[src/rtl/inst_fetch_ctrl_if.sv]
// Bundle of fetch-stage signals shared by the fetch sequencer and its
// surroundings: start control, instruction ROM port, redirect from
// execute, the IF/ID handshake toward decode, and run status.
interface inst_fetch_ctrl_if #(
    parameter int CNT_W = 16
);
    logic             start;
    logic [7:0]       imem_addr;
    logic [31:0]      imem_instr;
    logic             redirect_valid;
    logic [7:0]       redirect_addr;
    logic             if_valid;
    logic [31:0]      if_instr;
    logic [7:0]       if_pc;
    logic             id_ready;
    logic             halted;
    logic [CNT_W-1:0] fetch_count;

    // The fetch sequencer drives the ROM address and the IF/ID register.
    modport master (
        input  start,
        input  imem_instr,
        input  redirect_valid,
        input  redirect_addr,
        input  id_ready,
        output imem_addr,
        output if_valid,
        output if_instr,
        output if_pc,
        output halted,
        output fetch_count
    );

    // The environment (ROM, execute, decode, run control) sees the other side.
    modport slave (
        output start,
        output imem_instr,
        output redirect_valid,
        output redirect_addr,
        output id_ready,
        input  imem_addr,
        input  if_valid,
        input  if_instr,
        input  if_pc,
        input  halted,
        input  fetch_count
    );
endinterface

[src/rtl/inst_fetch_ctrl.sv]
// Fetch sequencer for the 64-word instruction ROM. Owns the program
// counter, presents it straight to the ROM, and registers each returned
// word into the IF/ID register under a valid/ready handshake with decode.
// Taken branches/jumps from execute flush the IF/ID register and re-point
// the PC. A run begins with a start pulse and ends once the last program
// word has been captured and handed to decode.
module inst_fetch_ctrl #(
    parameter logic [7:0] RESET_PC = 8'h00,
    parameter logic [7:0] LAST_PC  = 8'h4C,
    parameter int         CNT_W    = 16
) (
    input  logic               clk,
    input  logic               reset,
    inst_fetch_ctrl_if.master  bus
);

    typedef enum logic [1:0] {
        IDLE  = 2'd0,
        FETCH = 2'd1,
        HALT  = 2'd2
    } state_t;

    state_t           state_q, state_d;
    logic [7:0]       pc_q, pc_d;
    logic             valid_q, valid_d;
    logic [31:0]      instr_q, instr_d;
    logic [7:0]       ipc_q, ipc_d;
    logic             halted_q, halted_d;
    logic [CNT_W-1:0] count_q, count_d;

    // State register; reset overrides everything, including a run in progress.
    always_ff @(posedge clk) begin
        if (reset) begin
            state_q <= IDLE;
        end else begin
            state_q <= state_d;
        end
    end

    // Next-state and next-datapath decision: redirect beats capture, capture
    // happens whenever the IF/ID slot is empty or being drained, else stall.
    always_comb begin
        state_d  = state_q;
        pc_d     = pc_q;
        valid_d  = valid_q;
        instr_d  = instr_q;
        ipc_d    = ipc_q;
        count_d  = count_q;
        halted_d = halted_q;

        case (state_q)
            IDLE: begin
                if (bus.start) begin
                    state_d = FETCH;
                end
            end

            FETCH: begin
                if (bus.redirect_valid) begin
                    pc_d    = bus.redirect_addr & 8'hFC;
                    valid_d = 1'b0;
                end else if (!valid_q || bus.id_ready) begin
                    instr_d = bus.imem_instr;
                    ipc_d   = pc_q;
                    valid_d = 1'b1;
                    count_d = count_q + CNT_W'(1);
                    if (pc_q == LAST_PC) begin
                        state_d = HALT;
                    end else begin
                        pc_d = pc_q + 8'd4;
                    end
                end
            end

            HALT: begin
                if (bus.id_ready) begin
                    valid_d = 1'b0;
                end
            end

            default: begin
                state_d = IDLE;
            end
        endcase

        if ((state_d == HALT) && !valid_d) begin
            halted_d = 1'b1;
        end
    end

    // Datapath registers: PC, IF/ID contents, run status and capture counter.
    always_ff @(posedge clk) begin
        if (reset) begin
            pc_q     <= RESET_PC;
            valid_q  <= 1'b0;
            instr_q  <= 32'h0;
            ipc_q    <= 8'h00;
            halted_q <= 1'b0;
            count_q  <= '0;
        end else begin
            pc_q     <= pc_d;
            valid_q  <= valid_d;
            instr_q  <= instr_d;
            ipc_q    <= ipc_d;
            halted_q <= halted_d;
            count_q  <= count_d;
        end
    end

    assign bus.imem_addr   = pc_q;
    assign bus.if_valid    = valid_q;
    assign bus.if_instr    = instr_q;
    assign bus.if_pc       = ipc_q;
    assign bus.halted      = halted_q;
    assign bus.fetch_count = count_q;

endmodule

[src/flat_wrapper.sv]
// flat-port wrapper written by rule: the top's interface ports become plain ports
module inst_fetch_ctrl_flat 
#(
    parameter logic [7:0] RESET_PC = 8'h00,
    parameter logic [7:0] LAST_PC  = 8'h4C,
    parameter int         CNT_W    = 16
)
  (clk, reset, bus_start, bus_imem_instr, bus_redirect_valid, bus_redirect_addr, bus_id_ready, bus_imem_addr, bus_if_valid, bus_if_instr, bus_if_pc, bus_halted, bus_fetch_count);
  inst_fetch_ctrl_if #(.CNT_W(CNT_W)) bus_i ();
  input  logic clk;
  input  logic reset;
  input wire logic [$bits(bus_i.start)-1:0] bus_start;
  input wire logic [$bits(bus_i.imem_instr)-1:0] bus_imem_instr;
  input wire logic [$bits(bus_i.redirect_valid)-1:0] bus_redirect_valid;
  input wire logic [$bits(bus_i.redirect_addr)-1:0] bus_redirect_addr;
  input wire logic [$bits(bus_i.id_ready)-1:0] bus_id_ready;
  output wire logic [$bits(bus_i.imem_addr)-1:0] bus_imem_addr;
  output wire logic [$bits(bus_i.if_valid)-1:0] bus_if_valid;
  output wire logic [$bits(bus_i.if_instr)-1:0] bus_if_instr;
  output wire logic [$bits(bus_i.if_pc)-1:0] bus_if_pc;
  output wire logic [$bits(bus_i.halted)-1:0] bus_halted;
  output wire logic [$bits(bus_i.fetch_count)-1:0] bus_fetch_count;
  assign bus_i.start = bus_start;
  assign bus_i.imem_instr = bus_imem_instr;
  assign bus_i.redirect_valid = bus_redirect_valid;
  assign bus_i.redirect_addr = bus_redirect_addr;
  assign bus_i.id_ready = bus_id_ready;
  assign bus_imem_addr = bus_i.imem_addr;
  assign bus_if_valid = bus_i.if_valid;
  assign bus_if_instr = bus_i.if_instr;
  assign bus_if_pc = bus_i.if_pc;
  assign bus_halted = bus_i.halted;
  assign bus_fetch_count = bus_i.fetch_count;
  inst_fetch_ctrl #(.RESET_PC(RESET_PC), .LAST_PC(LAST_PC), .CNT_W(CNT_W)) u_core (.clk(clk), .reset(reset), .bus(bus_i));
endmodule
[config.mk]
export PLATFORM = sky130hd
export DESIGN_NAME = inst_fetch_ctrl_flat
export DESIGN_NICKNAME = d
export VERILOG_FILES = /design/src/rtl/inst_fetch_ctrl_if.sv /design/src/rtl/inst_fetch_ctrl.sv /design/src/flat_wrapper.sv
export SDC_FILE = /design/constraint.sdc
export NUM_CORES = 1
export LEC_CHECK = 0
export CAP_MARGIN = 20
export CORE_MARGIN = 3
export CORE_UTILIZATION = 43
export DETAILED_ROUTE_END_ITERATION = 10
export PLACE_DENSITY = 0.85
export SETUP_SLACK_MARGIN = 0.1
export SYNTH_ARGS = -nofsm -noshare
export SYNTH_HDL_FRONTEND = slang
export SYNTH_SLANG_ARGS = --single-unit
[constraint.sdc]
create_clock -name clk -period 2.1 [get_ports clk]
set_input_delay 0.42 -clock clk [delete_from_list [all_inputs] [get_ports clk]]
set_output_delay 0.42 -clock clk [all_outputs]
set_load 0.02 [all_outputs]
# --- Word-level counts from Yosys, hierarchy flattened ---
# Index checks and enable logic that the tools add are counted.
op_classes:
  n_addsub: 2
  n_bitwise: 1
  n_reduce_logical: 8
  muxes: 12
  eq_ne: 5
op_table:
  columns: ["op", "n"]
  rows:
  - ["2-to-1 mux 8 bit", 3]
  - ["adder 16 x 1 -> 16 bit, second input constant", 1]
  - ["adder 8 x 3 -> 8 bit, second input constant", 1]
  - ["equality test 8 x 7 -> 1 bit, second input constant", 1]
  - ["2-to-1 mux 2 bit", 4]
  - ["one-hot mux 2 bit (3 select lines)", 1]
  - ["AND reduction 3 bit", 2]
  - ["equality test 2 bit, second input constant", 2]
  - ["2-to-1 mux 1 bit", 3]
  - ["equality test 2 x 1 -> 1 bit, second input constant", 1]
  - ["logical NOT 1 bit", 2]
  - ["logical NOT 2 bit", 1]
  - ["inequality test 2 bit, second input constant", 1]
  - ["one-hot mux 1 bit (2 select lines)", 1]
  - ["nonzero test 2 bit", 1]
  - ["logical AND 1 bit", 1]
  - ["logical OR 1 bit", 1]
  - ["inverter 1 bit", 1]
word_totals:
  word_cells: 35
  out_inout_bits: 66
  inputBits: 45
  register_bits: 68

# --- Longest topological paths before layout ---
logic_depth:
  depth_word: 7
  mapped_depth: 9
  mapped_depth_nobuf: 6

# --- Worst setup path before layout ---
# Ideal clock, no wire load.
synth_path:
  kind: "register -> register"
  startpoint: "reg u_core.count_q[2] (netlist: u_core.bus.fetch_count[2])"
  endpoint: "reg u_core.count_q[15] (netlist: u_core.bus.fetch_count[15])"
  arrival_ps: 1639
  path_stages_with_launch: 6
  path_slack_ps: 340
  required_time_ps: 1979
  cell_sequence: "dfxtp_1 and4_4 nand3_4 buf_6 nor4_1 mux2_2"
synth_between:
  elab_chain_cells: 1
synth_lines:
  columns: ["element", "line_no", "source"]
  rows:
  - ["from (decl)", "inst_fetch_ctrl.sv:29", "logic [CNT_W-1:0] count_q, count_d;"]
  - ["from (signal assigned)", "inst_fetch_ctrl.sv:106", "count_q <= count_d;"]
  - ["adder 16 x 1 -> 16 bit", "inst_fetch_ctrl.sv:66", "count_d = count_q + CNT_W'(1);"]
# No other way between the ends.
# A chain may end at the register's enable or synchronous reset.

# --- Final worst setup path ---
layout_path:
  startpoint: "reg u_core.count_q[8] (netlist: u_core.bus.fetch_count[8])"
  endpoint: "out bus_fetch_count[8]"
layout_lines:
  columns: ["element", "line_no", "source"]
  rows:
  - ["to (decl)", "flat_wrapper.sv:22", "output wire logic [$bits(bus_i.fetch_count)-1:0] bus_fetch_count;"]
# No word-level cell between the ends.

==> flow_summary.ini <==
[yosys]
yosys.area.top_type = dfxtp_1
synth_top_area_share_pct = 46.50
synthCells = 338
synth-edff-count = 0
ys_top_cells_by_area = dfxtp_1, nand2_1, a21oi_1
synth-seq-cells = 64
synth_ff_type = dfxtp_1
ys_seq_area_share_pct = 46.50
ys_types = 46
syn_area_um2 = 2755
yosys_warnings = 0
synthArstFlopShare_pct = 0
syn_area_per_cell_um2 = 8.151

[die]
ios = 111
start_util_pct = 45.46
rows = 28
die_h_um = 86.05
dieArea_um2 = 7404
die_w_um = 86.05
core_area_um2 = 6061

[route]
drc = 0
wl_met3_um = 698
wire_per_inst_um = 14.34
routed_wl_mm = 7.499
wl_met2_mm = 3.728
ant_nets = 0
routed-via-count = 2699
drt_iter0_drc = 80
viasPerCell = 5.161
wl_met1_mm = 2.978
highest_layer = met4
dr.pass1.iters = 6

[final_layout]
final_area_um2 = 4141
drive_gt1_share_pct = 9.375
diodes = 0
area_delta_synth_final_pct = 50.32
nNetsFinal = 497

[setup_path]
crit_chain = clkdlybuf4s50_1
startpoint_type = flip-flop
path_max_fanout = 8
arrival_ps = 1460
cp.required_ps = 1680
path_buf_inv = 1
cpPeakStageDelay_ps = 660
critPathKind = reg -> out
slowest_stage = clkdlybuf4s50_1
crit_path_end_kind = output pin
cp_top_family = buffers and inverters

[sta]
fmax_mhz = 530.8
final-hold-violation-count = 0
setup_viol = 0
rsz0062_at_grt = false
min_period_over_period_pct = 89.71
slew_violations = 0
skew_ps = 9.412
tightest_slew_ps = 614.8
worst_slack_ps = 216.2
max-slew-margin-rel_pct = 59.02
layout_min_cycle_time_ps = 1884

[clock_tree]
insertion_delay_ps = 330
clock_sinks = 64
hold_buffers = 0
cts_root_buf = clkbuf_8
clk_pin_slew_worst_paths_ps = 70
cts_tree = yes
htree_levels = 3
cts.path.max_buffers = 2
cts_buffers = 9

[power]
seqPwrFrac_pct = 45.1
cellLeakagePower_nw = 1.455
p_sw_share_pct = 24.66
clockPowerShare_pct = 40.9
ir_drop_v = 0.0003806
intPower_mw = 2.152
p_per_area_nw_per_um2 = 689.6
p_switching_mw = 0.7042
combPwrFrac_pct = 14.1

[global_routing]
grt_util_all_layers_pct = 20.33
antenna_found_initial = 0
grt_max_degree = 40
grt_pass1_vias = 2599
grt.overflow.total = 0
grt_pass1_wl_mm = 12.10

[placement]
numPortBuffers = 104
dpl_cell_area_um2 = 3874
dp_slack_ps = -13.73
place_congestion = 0.8259
dp_hpwl_mm = 5.271

[job]
max_cap_viol_count = 0

[min_path]
hp-class = reg -> reg

[run_status]
status = completed
## stage by stage
stage | power [mW] | hold WS (ps) | instances | TNS, ps | utilization, %
after floorplan | 1.511 | 530.3 | 341 | 0 | -
final | 2.856 | 453.8 | 523 | 0 | 68.33
after CTS | 2.870 | 455.2 | 521 | 0 | 67.63
after global placement | 1.698 | 440.4 | 506 | 0 | 63.91
after global routing | 2.979 | 481.6 | 523 | 0 | 68.33
after detailed placement | 1.706 | 445.7 | 506 | -22.36 | 63.91
## cell usage in the layout (no fill, tap or decap), types with 2 or more instances in the layout
| cell type | instances |
|---|---|
| clkdlybuf4s50_1 | 103 |
| nand2_1 | 89 |
| dfxtp_1 | 64 |
| a21oi_1 | 54 |
| nor2_1 | 16 |
| buf_4 | 11 |
| clkbuf_8 | 10 |
| o21ai_0 | 8 |
| o31ai_1 | 7 |
| ha_1 | 7 |
| inv_1 | 6 |
| or4_1 | 6 |
| nand4_1 | 6 |
| xor2_1 | 5 |
| nor2b_1 | 4 |
| conb_1 | 4 |
| nand3_4 | 3 |
| nand3_1 | 3 |
| a22o_1 | 3 |
| nand2b_1 | 2 |
| and2_1 | 2 |
| or3_1 | 2 |
| a31oi_1 | 2 |
| bufinv_16 | 2 |
| buf_12 | 2 |
## repair_timing
item / in CTS / in global routing
gates resized for setup: 1 / 5
buffers inserted: 0 / 2
pin swaps: 0 / 1
setup endpoints to repair: 1 / 9
## worst min-delay path, stage by stage (launching register included)
cell and delay [ps]:
dfxtp_1 310, nand2_1 50, a21oi_1 50
## synth_stat cells (all sizes together), types with 2 or more instances
library cell and count:
nor2b 4, or4 6, inv 7, a22o 3
nand4 6, o21ai 8, nand3 6, ha 8
a31oi 2, and2 3, dfxtp 64, xor2 5
a21oi 54, buf 14, nor2 16, or3 3
and3 2, clkbuf 11, and4 2, nand2 89
o31ai 7, nand2b 2
## cell families after synthesis
logic type,synth area share (%)
XOR/XNOR,1.907
buffers and inverters,5.677
other,0.1361
AO/OA/AOI/OAI,16.80
AND/OR/NAND/NOR,24.57
adder cells (fa/ha/maj),3.633
multiplexers,0.7720
flip-flops,46.50
## flip-flops by register name (all words and copies together) (netlist names)
| name | flops |
|---|---|
| u_core.bus.if_instr | 32 |
| u_core.bus.fetch_count | 16 |
| u_core.bus.if_pc | 6 |
| u_core.bus.imem_addr | 6 |
| u_core.state_q | 2 |
| u_core.bus.halted | 1 |
| u_core.bus.if_valid | 1 |
## layer usage
layer / up-vias / track usage [%]
met5: - / 0
met4: 0 / 5.468
met3: 8 / 8.549
met2: 101 / 33.50
met1: 1238 / 24.33
li1: 1352 / -
## final timing paths
path | startpoint | endpoint | slack (ps) | cells after the start
setup / recovery | u_core.bus.fetch_count[8]$_SDFFE_PP0P_ | bus_fetch_count[8] | 220 | 1
hold / removal | u_core.bus.if_instr[15]$_SDFFE_PP0P_ | u_core.bus.if_instr[15]$_SDFFE_PP0P_ | 450 | 2
setup reg to reg | u_core.state_q[1]$_SDFF_PP0_ | u_core.bus.fetch_count[15]$_SDFFE_PP0P_ | 230 | 7
hold reg to reg | u_core.bus.if_instr[15]$_SDFFE_PP0P_ | u_core.bus.if_instr[15]$_SDFFE_PP0P_ | 450 | 2
## final cells by class
| class | count | area [um^2] |
|---|---|---|
| well taps | 75 | 93.84 |
| clock inverters | 5 | 81.33 |
| flip-flops and latches | 64 | 1281 |
| multi-input cells | 245 | 1363 |
| inverters | 7 | 26.28 |
| repair buffers | 117 | 1159 |
| clock buffers | 10 | 137.6 |
| fillers | 512 | 1919 |
## power by group through the flow
stage | sequential (mW) | combinational, mW | clock (mW)
3_5_place_dp | 1.31 | 0.393 | 0
6_report | 1.29 | 0.402 | 1.17
2_1_floorplan | 1.36 | 0.155 | 0
4_1_cts | 1.29 | 0.397 | 1.19
3_3_place_gp | 1.31 | 0.388 | 0
5_1_grt | 1.29 | 0.437 | 1.25
No activity file was read; power rests on OpenSTA's default activity.
